<file path="config.mk">
export PLATFORM = sky130hd
export DESIGN_NAME = shape_drawer_flat
export DESIGN_NICKNAME = d
export VERILOG_FILES = /design/src/rtl/shape_drawer_if.sv /design/src/rtl/shape_drawer.sv /design/src/flat_wrapper.sv
export SDC_FILE = /design/constraint.sdc
export NUM_CORES = 1
export LEC_CHECK = 0
export CORE_ASPECT_RATIO = 1.75
export CORE_MARGIN = 3
export CORE_UTILIZATION = 35
export DETAILED_ROUTE_END_ITERATION = 10
export GPL_ROUTABILITY_DRIVEN = 0
export SLEW_MARGIN = 25
export SYNTH_ARGS = -nofsm -noshare
export SYNTH_HDL_FRONTEND = slang
export SYNTH_SLANG_ARGS = --single-unit
</file>
<file path="constraint.sdc">
create_clock -name clk -period 5.7 [get_ports clk]
set_input_delay 0.57 -clock clk [delete_from_list [all_inputs] [get_ports clk]]
set_output_delay 0.57 -clock clk [all_outputs]
set_load 0.005 [all_outputs]
</file>
<file path="src/rtl/shape_drawer_if.sv">
// Pixel write stream from the shape drawer toward the frame-buffer writer.
// The drawer is the master; the frame-buffer port may stall it with px_ready.
interface shape_drawer_if #(
    parameter int CW   = 11,
    parameter int COLW = 4
) ();
    logic            px_valid;
    logic            px_ready;
    logic [CW-1:0]   x;
    logic [CW-1:0]   y;
    logic [COLW-1:0] colour;

    modport master (output px_valid, output x, output y, output colour, input px_ready);
    modport slave  (input px_valid, input x, input y, input colour, output px_ready);
endinterface

</file>
<file path="src/rtl/shape_drawer.sv">
// Pixel generator: Bresenham line, filled rectangle and screen clear, with
// internal clipping and a stallable valid/ready pixel stream.
module shape_drawer #(
    parameter int CW       = 11,
    parameter int SCREEN_W = 320,
    parameter int SCREEN_H = 240,
    parameter int COLW     = 4
) (
    input  logic            clk,
    input  logic            reset,
    input  logic            start,
    input  logic [1:0]      mode,
    input  logic [CW-1:0]   x0,
    input  logic [CW-1:0]   y0,
    input  logic [CW-1:0]   x1,
    input  logic [CW-1:0]   y1,
    input  logic [COLW-1:0] colour_in,
    output logic            busy,
    output logic            done,
    shape_drawer_if.master  px
);

    localparam logic [1:0] MODE_LINE  = 2'd0;
    localparam logic [1:0] MODE_RECT  = 2'd1;
    localparam logic [1:0] MODE_CLEAR = 2'd2;
    localparam logic [1:0] MODE_RSVD  = 2'd3;

    localparam logic [CW:0]   SW_LIM = (CW+1)'(SCREEN_W);
    localparam logic [CW:0]   SH_LIM = (CW+1)'(SCREEN_H);
    localparam logic [CW-1:0] SW_MAX = CW'(SCREEN_W - 1);
    localparam logic [CW-1:0] SH_MAX = CW'(SCREEN_H - 1);

    typedef enum logic [1:0] {S_IDLE, S_INIT, S_RUN, S_DONE} state_t;

    state_t                 state_reg, state_next;
    logic [1:0]             mode_reg, mode_next;
    logic [CW-1:0]          ax_reg, ax_next, ay_reg, ay_next;
    logic [CW-1:0]          bx_reg, bx_next, by_reg, by_next;
    logic [COLW-1:0]        col_reg, col_next;
    logic [CW-1:0]          cx_reg, cx_next, cy_reg, cy_next;
    logic [CW-1:0]          xmin_reg, xmin_next, xmax_reg, xmax_next, ymax_reg, ymax_next;
    logic signed [CW:0]     dx_reg, dx_next, dy_reg, dy_next;
    logic signed [CW+1:0]   err_reg, err_next;
    logic                   sx_reg, sx_next, sy_reg, sy_next;

    logic [CW-1:0]          adx, ady, xlo, xhi, ylo, yhi;
    logic signed [CW+1:0]   dx_ext, dy_ext, err_step;
    logic signed [CW+2:0]   e2, dx_w, dy_w;
    logic                   step_x, step_y, on_screen, is_last, advance;

    assign xlo = (ax_reg <= bx_reg) ? ax_reg : bx_reg;
    assign xhi = (ax_reg <= bx_reg) ? bx_reg : ax_reg;
    assign ylo = (ay_reg <= by_reg) ? ay_reg : by_reg;
    assign yhi = (ay_reg <= by_reg) ? by_reg : ay_reg;
    assign adx = xhi - xlo;
    assign ady = yhi - ylo;

    // Error terms are explicitly sign-extended so every compare and add is
    // done at full width and cannot wrap for any CW-bit endpoints.
    assign dx_ext = {dx_reg[CW], dx_reg};
    assign dy_ext = {dy_reg[CW], dy_reg};
    assign dx_w   = {{2{dx_reg[CW]}}, dx_reg};
    assign dy_w   = {{2{dy_reg[CW]}}, dy_reg};
    assign e2     = {err_reg, 1'b0};
    assign step_x = (e2 >= dy_w);
    assign step_y = (e2 <= dx_w);

    assign on_screen = ({1'b0, cx_reg} < SW_LIM) && ({1'b0, cy_reg} < SH_LIM);
    assign is_last   = (mode_reg == MODE_LINE) ? ((cx_reg == bx_reg) && (cy_reg == by_reg))
                                               : ((cx_reg == xmax_reg) && (cy_reg == ymax_reg));
    // Clipped candidates are consumed without waiting for the consumer.
    assign advance   = (state_reg == S_RUN) && (!on_screen || px.px_ready);

    assign px.px_valid = (state_reg == S_RUN) && on_screen;
    assign px.x        = cx_reg;
    assign px.y        = cy_reg;
    assign px.colour   = col_reg;
    assign busy        = (state_reg == S_INIT) || (state_reg == S_RUN);
    assign done        = (state_reg == S_DONE);

    always_ff @(posedge clk) begin
        if (reset) begin
            state_reg <= S_IDLE;
            mode_reg  <= '0;
            ax_reg    <= '0;
            ay_reg    <= '0;
            bx_reg    <= '0;
            by_reg    <= '0;
            col_reg   <= '0;
            cx_reg    <= '0;
            cy_reg    <= '0;
            xmin_reg  <= '0;
            xmax_reg  <= '0;
            ymax_reg  <= '0;
            dx_reg    <= '0;
            dy_reg    <= '0;
            err_reg   <= '0;
            sx_reg    <= 1'b0;
            sy_reg    <= 1'b0;
        end else begin
            state_reg <= state_next;
            mode_reg  <= mode_next;
            ax_reg    <= ax_next;
            ay_reg    <= ay_next;
            bx_reg    <= bx_next;
            by_reg    <= by_next;
            col_reg   <= col_next;
            cx_reg    <= cx_next;
            cy_reg    <= cy_next;
            xmin_reg  <= xmin_next;
            xmax_reg  <= xmax_next;
            ymax_reg  <= ymax_next;
            dx_reg    <= dx_next;
            dy_reg    <= dy_next;
            err_reg   <= err_next;
            sx_reg    <= sx_next;
            sy_reg    <= sy_next;
        end
    end

    always_comb begin
        state_next = state_reg;
        mode_next  = mode_reg;
        ax_next    = ax_reg;
        ay_next    = ay_reg;
        bx_next    = bx_reg;
        by_next    = by_reg;
        col_next   = col_reg;
        cx_next    = cx_reg;
        cy_next    = cy_reg;
        xmin_next  = xmin_reg;
        xmax_next  = xmax_reg;
        ymax_next  = ymax_reg;
        dx_next    = dx_reg;
        dy_next    = dy_reg;
        err_next   = err_reg;
        sx_next    = sx_reg;
        sy_next    = sy_reg;

        err_step = err_reg;
        if (step_x) err_step = err_step + dy_ext;
        if (step_y) err_step = err_step + dx_ext;

        case (state_reg)
            S_IDLE: begin
                if (start && (mode != MODE_RSVD)) begin
                    state_next = S_INIT;
                    mode_next  = mode;
                    ax_next    = x0;
                    ay_next    = y0;
                    bx_next    = x1;
                    by_next    = y1;
                    col_next   = (mode == MODE_CLEAR) ? '0 : colour_in;
                end
            end
            S_INIT: begin
                state_next = S_RUN;
                case (mode_reg)
                    MODE_LINE: begin
                        cx_next  = ax_reg;
                        cy_next  = ay_reg;
                        dx_next  = {1'b0, adx};
                        dy_next  = -{1'b0, ady};
                        err_next = {1'b0, 1'b0, adx} - {1'b0, 1'b0, ady};
                        sx_next  = (ax_reg > bx_reg);
                        sy_next  = (ay_reg > by_reg);
                    end
                    MODE_RECT: begin
                        cx_next   = xlo;
                        cy_next   = ylo;
                        xmin_next = xlo;
                        xmax_next = xhi;
                        ymax_next = yhi;
                    end
                    default: begin
                        cx_next   = '0;
                        cy_next   = '0;
                        xmin_next = '0;
                        xmax_next = SW_MAX;
                        ymax_next = SH_MAX;
                    end
                endcase
            end
            S_RUN: begin
                if (advance) begin
                    if (is_last) begin
                        state_next = S_DONE;
                    end else if (mode_reg == MODE_LINE) begin
                        err_next = err_step;
                        if (step_x) cx_next = sx_reg ? cx_reg - 1'b1 : cx_reg + 1'b1;
                        if (step_y) cy_next = sy_reg ? cy_reg - 1'b1 : cy_reg + 1'b1;
                    end else if (cx_reg == xmax_reg) begin
                        cx_next = xmin_reg;
                        cy_next = cy_reg + 1'b1;
                    end else begin
                        cx_next = cx_reg + 1'b1;
                    end
                end
            end
            S_DONE: begin
                if (!start) state_next = S_IDLE;
            end
            default: state_next = S_IDLE;
        endcase
    end

endmodule

</file>
<file path="src/flat_wrapper.sv">
// flat-port wrapper written by rule: the top's interface ports become plain ports
module shape_drawer_flat 
#(
    parameter int CW       = 11,
    parameter int SCREEN_W = 320,
    parameter int SCREEN_H = 240,
    parameter int COLW     = 4
)
  (clk, reset, start, mode, x0, y0, x1, y1, colour_in, busy, done, px_px_valid, px_x, px_y, px_colour, px_px_ready);
  shape_drawer_if #(.CW(CW), .COLW(COLW)) px_i ();
  input  logic clk;
  input  logic reset;
  input  logic start;
  input  logic [1:0] mode;
  input  logic [CW-1:0] x0;
  input  logic [CW-1:0] y0;
  input  logic [CW-1:0] x1;
  input  logic [CW-1:0] y1;
  input  logic [COLW-1:0] colour_in;
  output logic busy;
  output logic done;
  output wire logic [$bits(px_i.px_valid)-1:0] px_px_valid;
  output wire logic [$bits(px_i.x)-1:0] px_x;
  output wire logic [$bits(px_i.y)-1:0] px_y;
  output wire logic [$bits(px_i.colour)-1:0] px_colour;
  input wire logic [$bits(px_i.px_ready)-1:0] px_px_ready;
  assign px_px_valid = px_i.px_valid;
  assign px_x = px_i.x;
  assign px_y = px_i.y;
  assign px_colour = px_i.colour;
  assign px_i.px_ready = px_px_ready;
  shape_drawer #(.CW(CW), .SCREEN_W(SCREEN_W), .SCREEN_H(SCREEN_H), .COLW(COLW)) u_core (.clk(clk), .reset(reset), .start(start), .mode(mode), .x0(x0), .y0(y0), .x1(x1), .y1(y1), .colour_in(colour_in), .busy(busy), .done(done), .px(px_i));
endmodule
</file>
* Yosys cells after proc, flatten, opt, wreduce, memory -nomap -nowiden
Index checks and enable logic that the tools add are counted.
** Word-level totals
- Bits of input ports :: 54
- Bits in latches :: 0
- Word-level logic and storage cells :: 112
- Memory bits (writable) :: 0
- Bits in registers :: 145
- Bits in read-only memories :: 0
- Memories kept :: 0
** Operators by class
- Mux-type cells :: 37
- Multipliers :: 0
- Equal/unequal tests :: 20
- Reduce and logical (&&, ||, !) cells :: 19
- Shifts and indexed selects :: 0
- Add/sub/neg operators :: 10
- Magnitude comparators :: 8
- Bitwise gates (word level) :: 1
- Divide/modulo/power cells :: 0
** Operators with widths (number)
- 2-to-1 mux 11 bit :: 16
- one-hot mux 11 bit (2 select lines) :: 7
- 2-to-1 mux 13 bit :: 6
- equality test 11 bit :: 4
- adder 13 x 12 -> 13 bit :: 2
- one-hot mux 13 bit (2 select lines) :: 1
- adder 11 x 1 -> 11 bit (second input constant) :: 2
- > comparator 11 bit :: 2
- less-or-equal comparator 11 bit :: 2
- subtractor 11 x 1 -> 11 bit (second input constant) :: 2
- subtractor 11 bit :: 2
- greater-or-equal comparator 14 x 12 -> 1 bit :: 1
- less-or-equal comparator 14 x 12 -> 1 bit :: 1
- negator 11 -> 12 bit :: 1
- subtractor 11 x 11 -> 12 bit :: 1
- < comparator 11 x 8 -> 1 bit (second input constant) :: 1
- < comparator 11 x 9 -> 1 bit (second input constant) :: 1
- inequality test 2 x 1 -> 1 bit (second input constant) :: 5
- AND reduction 5 bit :: 2
- 2-to-1 mux 2 bit :: 4
- one-hot mux 2 bit (4 select lines) :: 1
- AND reduction 4 bit :: 2
- equality test 2 bit (second input constant) :: 3
- logical AND 1 bit :: 6
- other kinds (12) :: 20

* Depth between registers and ports, before layout
Gate-level depths: netlist of run 1.
- Word-level depth :: 8
- Gate-level depth with buffers :: 29
- Gate-level depth less buffers :: 26

* Worst setup path before layout of run 1
Ideal clock, no wire load.
- Path kind :: register to register
- Start :: reg u_core.bx_reg[3]
- End :: reg u_core.err_reg[10]
- Clock period less this slack :: 5.246 ns
- Buffers on the path :: 3
- Stages on the path, launching flop included :: 29
- Path slack :: 0.454 ns
- Arrival time :: 5.154 ns
- Setup time :: 0.092 ns
- Required time :: 5.608 ns
- Cells stage by stage :: dfxtp_1 > clkbuf_1 > inv_1 > ha_1 > nand3_1 > a21oi_1 > o311ai_2 > nand2_1 > clkbuf_1 > clkbuf_1 > o22a_1 > ha_1 > o21ai_0 > nand2_1 > nor3_1 > nor2_1 > a221oi_1 > xnor2_1 > ha_1 > a21boi_0 > o21ai_0 > a21boi_0 > o21ai_0 > nand2b_1 > nand2_1 > o31ai_2 > xor2_1 > nor2_1 > o32ai_1
** On the way
- Longest elaborated chain between the ends :: 6
- Elaborated cells between the ends (all ways) :: 12
** Ends and longest elaborated chain
- start, declared :: line shape_drawer.sv:38 : logic [CW-1:0] bx_reg, bx_next, by_reg, by_next;
- start signal, assigned :: line shape_drawer.sv:105 : bx_reg <= bx_next;
- less-or-equal comparator 11 bit :: line shape_drawer.sv:51, shape_drawer.sv:52
- 2-to-1 mux 11 bit (on tied branches) :: line shape_drawer.sv:52, shape_drawer.sv:51
- subtractor 11 bit * :: line shape_drawer.sv:55 : assign adx = xhi - xlo;
- via u_core.adx[4] :: line shape_drawer.sv:46 : logic [CW-1:0] adx, ady, xlo, xhi, ylo, yhi;
- subtractor 11 x 11 -> 12 bit * :: line shape_drawer.sv:164 : err_next = {1'b0, 1'b0, adx} - {1'b0, 1'b0, ady};
- 2-to-1 mux 13 bit * :: line shape_drawer.sv:158 : case (mode_reg)
- one-hot mux 13 bit (2 select lines) * :: line shape_drawer.sv:144 : case (state_reg)
- end signal, assigned :: line shape_drawer.sv:115 : err_reg <= err_next;
- end, declared :: line shape_drawer.sv:43 : logic signed [CW+1:0] err_reg, err_next;
The timed path passes the listed nets; every way through them passes the cells marked *. The select of a mux whose other input is x is not followed.
A chain may end at the register's enable or synchronous reset.

* Worst setup path after layout of run 1
- Start :: reg u_core.by_reg[4]
- End :: reg u_core.err_reg[10]
** On the way
- Longest elaborated chain between the ends :: 6
- Elaborated cells between the ends (all ways) :: 12
** Ends and longest elaborated chain
- start, declared :: line shape_drawer.sv:38
- start signal, assigned :: line shape_drawer.sv:106 : by_reg <= by_next;
- less-or-equal comparator 11 bit :: line shape_drawer.sv:53, shape_drawer.sv:54
- 2-to-1 mux 11 bit (on tied branches) :: line shape_drawer.sv:54, shape_drawer.sv:53
- subtractor 11 bit :: line shape_drawer.sv:56 : assign ady = yhi - ylo;
- subtractor 11 x 11 -> 12 bit :: line shape_drawer.sv:164
- 2-to-1 mux 13 bit :: line shape_drawer.sv:158
- one-hot mux 13 bit (2 select lines) :: line shape_drawer.sv:144
Several ways; a longest one is shown, not always the timed one. The select of a mux whose other input is x is not followed.

==> results.yml, run 1 <==
outcome:
  outcome: "finished, final reports clean"
detailed_routing:
  drtIter0Drc: 532
  drc: 0
  wire_per_inst_um: 20.2
  antenna_left: 0
  dr.pass1.iters: 5
  wl_um: 40300
  num_vias: 11300
  vias_per_cell: 5.66
cells_and_area:
  largest_reg_flops: 13
  fin_cells: 1998
  fin_nets: 1739
  diodes: 0
  nFillCells: 3321
  area_growth_pct: 16.0
  drive_gt1_share_pct: 6.99
  final_area_mm2: 0.0132
  finalCoreUtilization_pct: 41.6
floorplan:
  die_area_mm2: 0.0349
  rows: 86
  die-width_um: 143
  core_mm2: 0.0319
  initial_core_util_pct: 35.8
  fp.dieH_um: 245
  io_pins: 83
critical_path:
  cp-endpoint: "u_core.err_reg[10]"
  endpoint_kind: "register"
  start_kind: "register"
  critPathKind: "register to register"
  rr_worst_depth: 23
  arrival_ns: 5.67
  crit_start: "u_core.by_reg[4]"
  crit_required_ns: 6.06
  reg2reg_slack_ns: 0.38
  r2r_start: "u_core.by_reg[4]"
  path_max_fanout: 7
  r2r-end: "u_core.err_reg[10]"
synthesis:
  syn-cell-area_mm2: 0.0114
  synth_top_area_share_pct: 25.4
  ys_types: 76
  yosysTopAreaCell: "dfxtp_1"
  synthTopCellsByArea: "dfxtp_1, ha_1, a21oi_1"
  synth_edf_count: 0
  ys_warn_count: 0
  synthArstFlopShare_pct: 0
  avgSynthCellArea_um2: 7.34
  yosysMostFrequentCell: "nand2_1"
  synth_cells: 1555
  ys_top_cells_by_count: "nand2_1, a21oi_1, dfxtp_1, nor2_1, ha_1"
  synthFlopType: "dfxtp_1"
  synth_seq_cells: 145
  ys_seq_area_share_pct: 25.4
  synth_nets: 1703
min_path:
  hp-class: "register to register"
timing:
  hold_violations: 0
  layout_setup_ws_ns: 0.383
  fin_skew_ns: 0.0113
  finalMaxSlewViolations: 0
  finalSetupViolations: 0
  holdWs_ns: 0.455
  timing.fmax_mhz: 188
  rsz0062_at_grt: "no"
  slew_headroom_pct: 33.4
  worstMarginPinSlew_ns: 0.996
  tns_ns: 0
  fin_crit_ns: 5.32
  min_period_over_period_pct: 93.3
pwr:
  powerDensity_mw_per_mm2: 677
  irDropWorstVdd_mv: 0.276
  seq_power_share_pct: 17.3
  p_comb_share_pct: 69.8
  p_clk_share_pct: 12.9
  p_int_mw: 4.46
  p_switching_mw: 4.50
  power.leakage_nw: 5.44
  p_sw_share_pct: 50.3
  p_total_mw: 8.96
global_route:
  globalRouteTotalUtil_pct: 23.1
  busiest_layer: "met2"
  grt_util_met2_pct: 43.6
  grt_use_met3_pct: 3.35
  use_met1_pct: 20.9
  grt_max_degree: 80
  grt_pass1_vias: 11500
  globalRoute.totalOverflow: 0
  antenna_found_initial: 0
  grt_first_pass_wirelength_um: 62200
clock_tree:
  cts_hold_buf: 0
  cts_buffers: 17
  clk_pin_slew_ns: 0.06
  cts_tree: "yes"
  cts-htree-levels: 4
  cts_root_buf: "clkbuf_16"
  clk_latency_ns: 0.46
  post_cts_buffers: 0
  clk_path_buf_depth: 2
  clock_sinks: 145
place:
  placed_area_mm2: 0.0126
  portBuffers: 82
  dp_cells: 1968
  hpwlAfterDp_um: 31500
  pre_cts_slack_ns: 0.315
job:
  max-cap-violations: 0
-- cell usage in the layout, fill, tap and decap left out, types with 11 or more instances in the layout --
cell             synthesis  layout
a21o_1                  22      22
xor2_1                  61      59
dfxtp_1                145     144
inv_1                   81      81
o21ai_0                 75      74
nor4_1                  18      17
clkdlybuf4s50_1          0      81
xnor2_1                 50      48
ha_1                    91      90
and3_1                  14      13
a211oi_1                18      18
nand2_1                260     260
and2_1                  12      12
buf_4                    3      32
o22ai_1                 11      11
mux2_2                  18      18
nor2_1                 101      99
a21oi_1                204     204
o211ai_1                11      11
nand3_1                 41      40
mux2i_1                 32      32
clkbuf_16                0      17
nor2b_1                 19      19
nor3_1                  25      24
-- how the worst min path moves through the flow --
| stage | from | to | slack [ns] | depth (start not counted) |
|---|---|---|---|---|
| floorplan | u_core.xmin_reg[5] | u_core.xmin_reg[5] | 0.43 | 2 |
| global placement | u_core.xmin_reg[5] | u_core.xmin_reg[5] | 0.44 | 2 |
| detailed placement | u_core.xmin_reg[5] | u_core.xmin_reg[5] | 0.45 | 2 |
| CTS | u_core.xmin_reg[5] | u_core.xmin_reg[5] | 0.46 | 2 |
| global route | u_core.px.colour[1] | u_core.px.colour[1] | 0.48 | 2 |
| finish | u_core.px.colour[0] | u_core.px.colour[0] | 0.46 | 2 |
-- area by class of cell --
type / count / area, µm² / share of cell area, %
Timing Repair Buffer: 113 / 1050 / 7.94
Clock buffer: 20 / 447 / 3.37
Inverter: 81 / 304 / 2.30
Sequential cell: 145 / 2900 / 21.9
Tap cell: 396 / 495 / 3.74
Clock inverter: 10 / 138 / 1.04
Multi-Input combinational cell: 1233 / 7900 / 59.7
-- metal layers --
metal,share of wire [%],vias to the layer above
met2,54,309
met3,3.1,164
li1,-,5517
met4,9.8,0
met1,33,5315
met5,0,-
-- power groups by stage --
stage	Clock [mW]	Combinational (mW)	Sequential [mW]
after detailed placement	0	6.15	1.56
after CTS	1.18	6.18	1.54
final	1.16	6.26	1.55
after global placement	0	6.06	1.56
after global routing	1.22	6.90	1.58
after floorplan	0	4.60	1.41
-- kinds of logic (layout without fill, tap and decap cells) --
family	after synthesis	count (layout)	synth area share, %
xor+xnor	111	111	8.52
simple gates	539	539	21.3
fa+ha+maj	94	94	10.5
flops	145	145	25.4
compound gates	438	438	23.6
buf+inv	177	224	5.99
mux	51	51	4.68
-- worst max-delay path, stage by stage (launching register included) --
cell and delay [ns]:
dfxtp_1 0.49, inv_1 0.10, ha_1 0.45, nand2_1 0.15
or3_4 0.42, o22ai_2 0.26, nand2_4 0.11, a22oi_1 0.19
ha_1 0.21, a21oi_1 0.06, mux2_2 0.31, o21ai_1 0.25
a31oi_1 0.18, xnor2_2 0.37, inv_1 0.08, ha_1 0.33
a21boi_0 0.24, o21ai_0 0.12, nand2b_1 0.12, nand2_1 0.07
o31ai_2 0.21, xor2_1 0.16, nor2_1 0.05, o32ai_1 0.29
-- timing repair --
item,in CTS,in global routing
resized for setup,0,11
hold endpoints to repair,0,0
setup endpoints to repair,0,5
Note: power is estimated with default switching activity, not from simulation.
==> inputs of run 2 (changes only) <==
==> constraint.sdc (replaced) <==
create_clock -name clk -period 4.86 [get_ports clk]
set_input_delay 0.486 -clock clk [delete_from_list [all_inputs] [get_ports clk]]
set_output_delay 0.486 -clock clk [all_outputs]
set_load 0.005 [all_outputs]
==> run 2 against run 1 <==
- cell area grew 7.1%
- final cell count grew 4.3%
- worst setup slack lost 0.14 ns
- power grew 28%
- combinational power grew 35%
- worst hold slack is essentially flat
- critical path depth shrank 2
- global-route usage grew 0.40 points
- via count grew 4.0%
- register-to-register slack lost 0.14 ns
- critical path type unchanged
- critical endpoint unchanged
- largest power group unchanged
==> results.yml, run 2 (synthesized netlist as in run 1, its figures left out) <==
detailed_routing:
  drc: 0
  vias_per_cell: 5.64
  dr.pass1.iters: 5
  wl_um: 41700
  drtIter0Drc: 575
  antenna_left: 0
  wire_per_inst_um: 20.0
  num_vias: 11800
timing:
  finalMaxSlewViolations: 0
  timing.fmax_mhz: 217
  tns_ns: 0
  fin_skew_ns: 0.0138
  min_period_over_period_pct: 95.0
  worstMarginPinSlew_ns: 0.989
  finalSetupViolations: 0
  hold_violations: 0
  fin_crit_ns: 4.62
  slew_headroom_pct: 34.0
  layout_setup_ws_ns: 0.244
global_route:
  antenna_found_initial: 0
  grt_first_pass_wirelength_um: 63500
  globalRouteTotalUtil_pct: 23.5
  grt_max_degree: 72
  globalRoute.totalOverflow: 0
  grt_pass1_vias: 11800
cells_and_area:
  area_growth_pct: 24.2
  fin_cells: 2083
  nFillCells: 3280
  drive_gt1_share_pct: 13.9
  final_area_mm2: 0.0142
  mostFrequentLayoutCells: "nand2_1, a21oi_1, dfxtp_1, buf_4, nor2_1"
  fin_nets: 1823
  diodes: 0
  largest_reg_flops: 13
  final_common_cell: "nand2_1"
min_path:
  whs_endpoint: "u_core.px.colour[0]"
  hp-class: "register to register"
  worstHoldPathCells: 2
  min_from: "u_core.px.colour[0]"
clock_tree:
  cts_tree: "yes"
  clk_pin_slew_ns: 0.06
  cts_hold_buf: 0
  cts_buffers: 17
  cts-htree-levels: 4
  cts_root_buf: "clkbuf_16"
  clk_path_buf_depth: 2
  clk_latency_ns: 0.45
  clock_sinks: 145
critical_path:
  cpPeakStageDelay_ns: 0.42
  path_max_fanout: 3
  reg2reg_slack_ns: 0.24
  cpMostUsedCell: "a21oi_2"
  crit_start: "u_core.dy_reg[9]"
  cp_top_family: "compound AO/OA/AOI/OAI gates"
  rr_worst_depth: 21
  critPathKind: "register to register"
  crit_chain: "inv_1, ha_1, and3_1, a22o_1, o31ai_1, a32oi_1, mux2_2, ha_1, fa_1, a21o_1, a21oi_2, o21bai_1, a21oi_2, o21bai_1, a21oi_2, nor2b_1, o21a_1, o21ai_1, o311a_1, nor3_2, o32ai_1"
  r2r-end: "u_core.err_reg[10]"
  crit_buf_inv: 1
  critPathSlowestCell: "o31ai_1"
  arrival_ns: 4.98
  endpoint_kind: "register"
  start_kind: "register"
  crit_required_ns: 5.22
  r2r_start: "u_core.dy_reg[9]"
pwr:
  power.leakage_nw: 5.92
  seq_power_share_pct: 15.1
  powerDensity_mw_per_mm2: 812
  p_sw_share_pct: 49.3
  p_clk_share_pct: 11.7
  p_comb_share_pct: 73.3
  p_switching_mw: 5.68
  irDropWorstVdd_mv: 0.384
  p_total_mw: 11.5
  p_int_mw: 5.83
floorplan:
  die_area_mm2: 0.0349
  initial_core_util_pct: 35.8
  rows: 86
  core_mm2: 0.0319
  io_pins: 83
  fp.dieH_um: 245
  die-width_um: 143
place:
  pre_cts_slack_ns: 0.0135
  hpwlAfterDp_um: 32300
  portBuffers: 82
  dp_cells: 2043
  placed_area_mm2: 0.0132
outcome:
  outcome: "finished, final reports clean"
job:
  max-cap-violations: 0
==> run 2: what timing repair did <==
item	4_1_cts	5_1_grt
pin swaps	0	25
endpoints found under the setup margin	2	6
buffers inserted	0	9
gates resized for setup	4	56
==> run 2: power by group through the flow <==
stage	clock network [mW]	registers, mW	logic, mW
floorplan	0	1.66	5.45
global placement	0	1.74	7.62
detailed placement	0	1.75	7.74
CTS	1.35	1.72	7.81
global route	1.40	1.77	9.21
finish	1.34	1.74	8.43
==> run 2: worst min-delay path: stages, from the launching register on <==
cell and delay [ns]:
dfxtp_1 0.31, nand2_1 0.05, a21oi_1 0.05
==> run 2: through the flow <==
step	hold WS (ns)	utilization, %
global placement	0.442	41.5
CTS	0.455	43.3
detailed placement	0.446	41.5
finish	0.456	44.5
floorplan	0.433	-
global route	0.466	44.5
==> run 2: final cells by class <==
type | instances | area [µm²] | share of cell area, %
multi-input combinational | 1233 | 8210 | 57.9
sequential | 145 | 2900 | 20.5
timing repair buffer | 197 | 1680 | 11.9
tap | 396 | 495 | 3.49
inverter | 81 | 308 | 2.17
clock buffer | 21 | 470 | 3.32
clock inverter | 10 | 110 | 0.776
==> run 2: worst max-delay path by stage <==
stage	slack, ns	cells past startpoint	endpoint
after global placement	0.13	21	u_core.err_reg[10]
after detailed placement	0.01	24	u_core.err_reg[11]
after floorplan	0.006	28	u_core.err_reg[10]
final	0.24	21	u_core.err_reg[10]
after CTS	0.01	21	u_core.err_reg[10]
after global routing	-0.04	25	u_core.err_reg[10]
==> run 2: per-layer routing <==
| layer | vias to the layer above | routed length (µm) | track usage [%] |
|---|---|---|---|
| li1 | 5681 | - | - |
| met1 | 5572 | 14000 | 21.4 |
| met2 | 331 | 22900 | 45.1 |
| met3 | 169 | 1270 | 3.45 |
| met4 | 0 | 3590 | 17.8 |
| met5 | - | 0 | 0 |
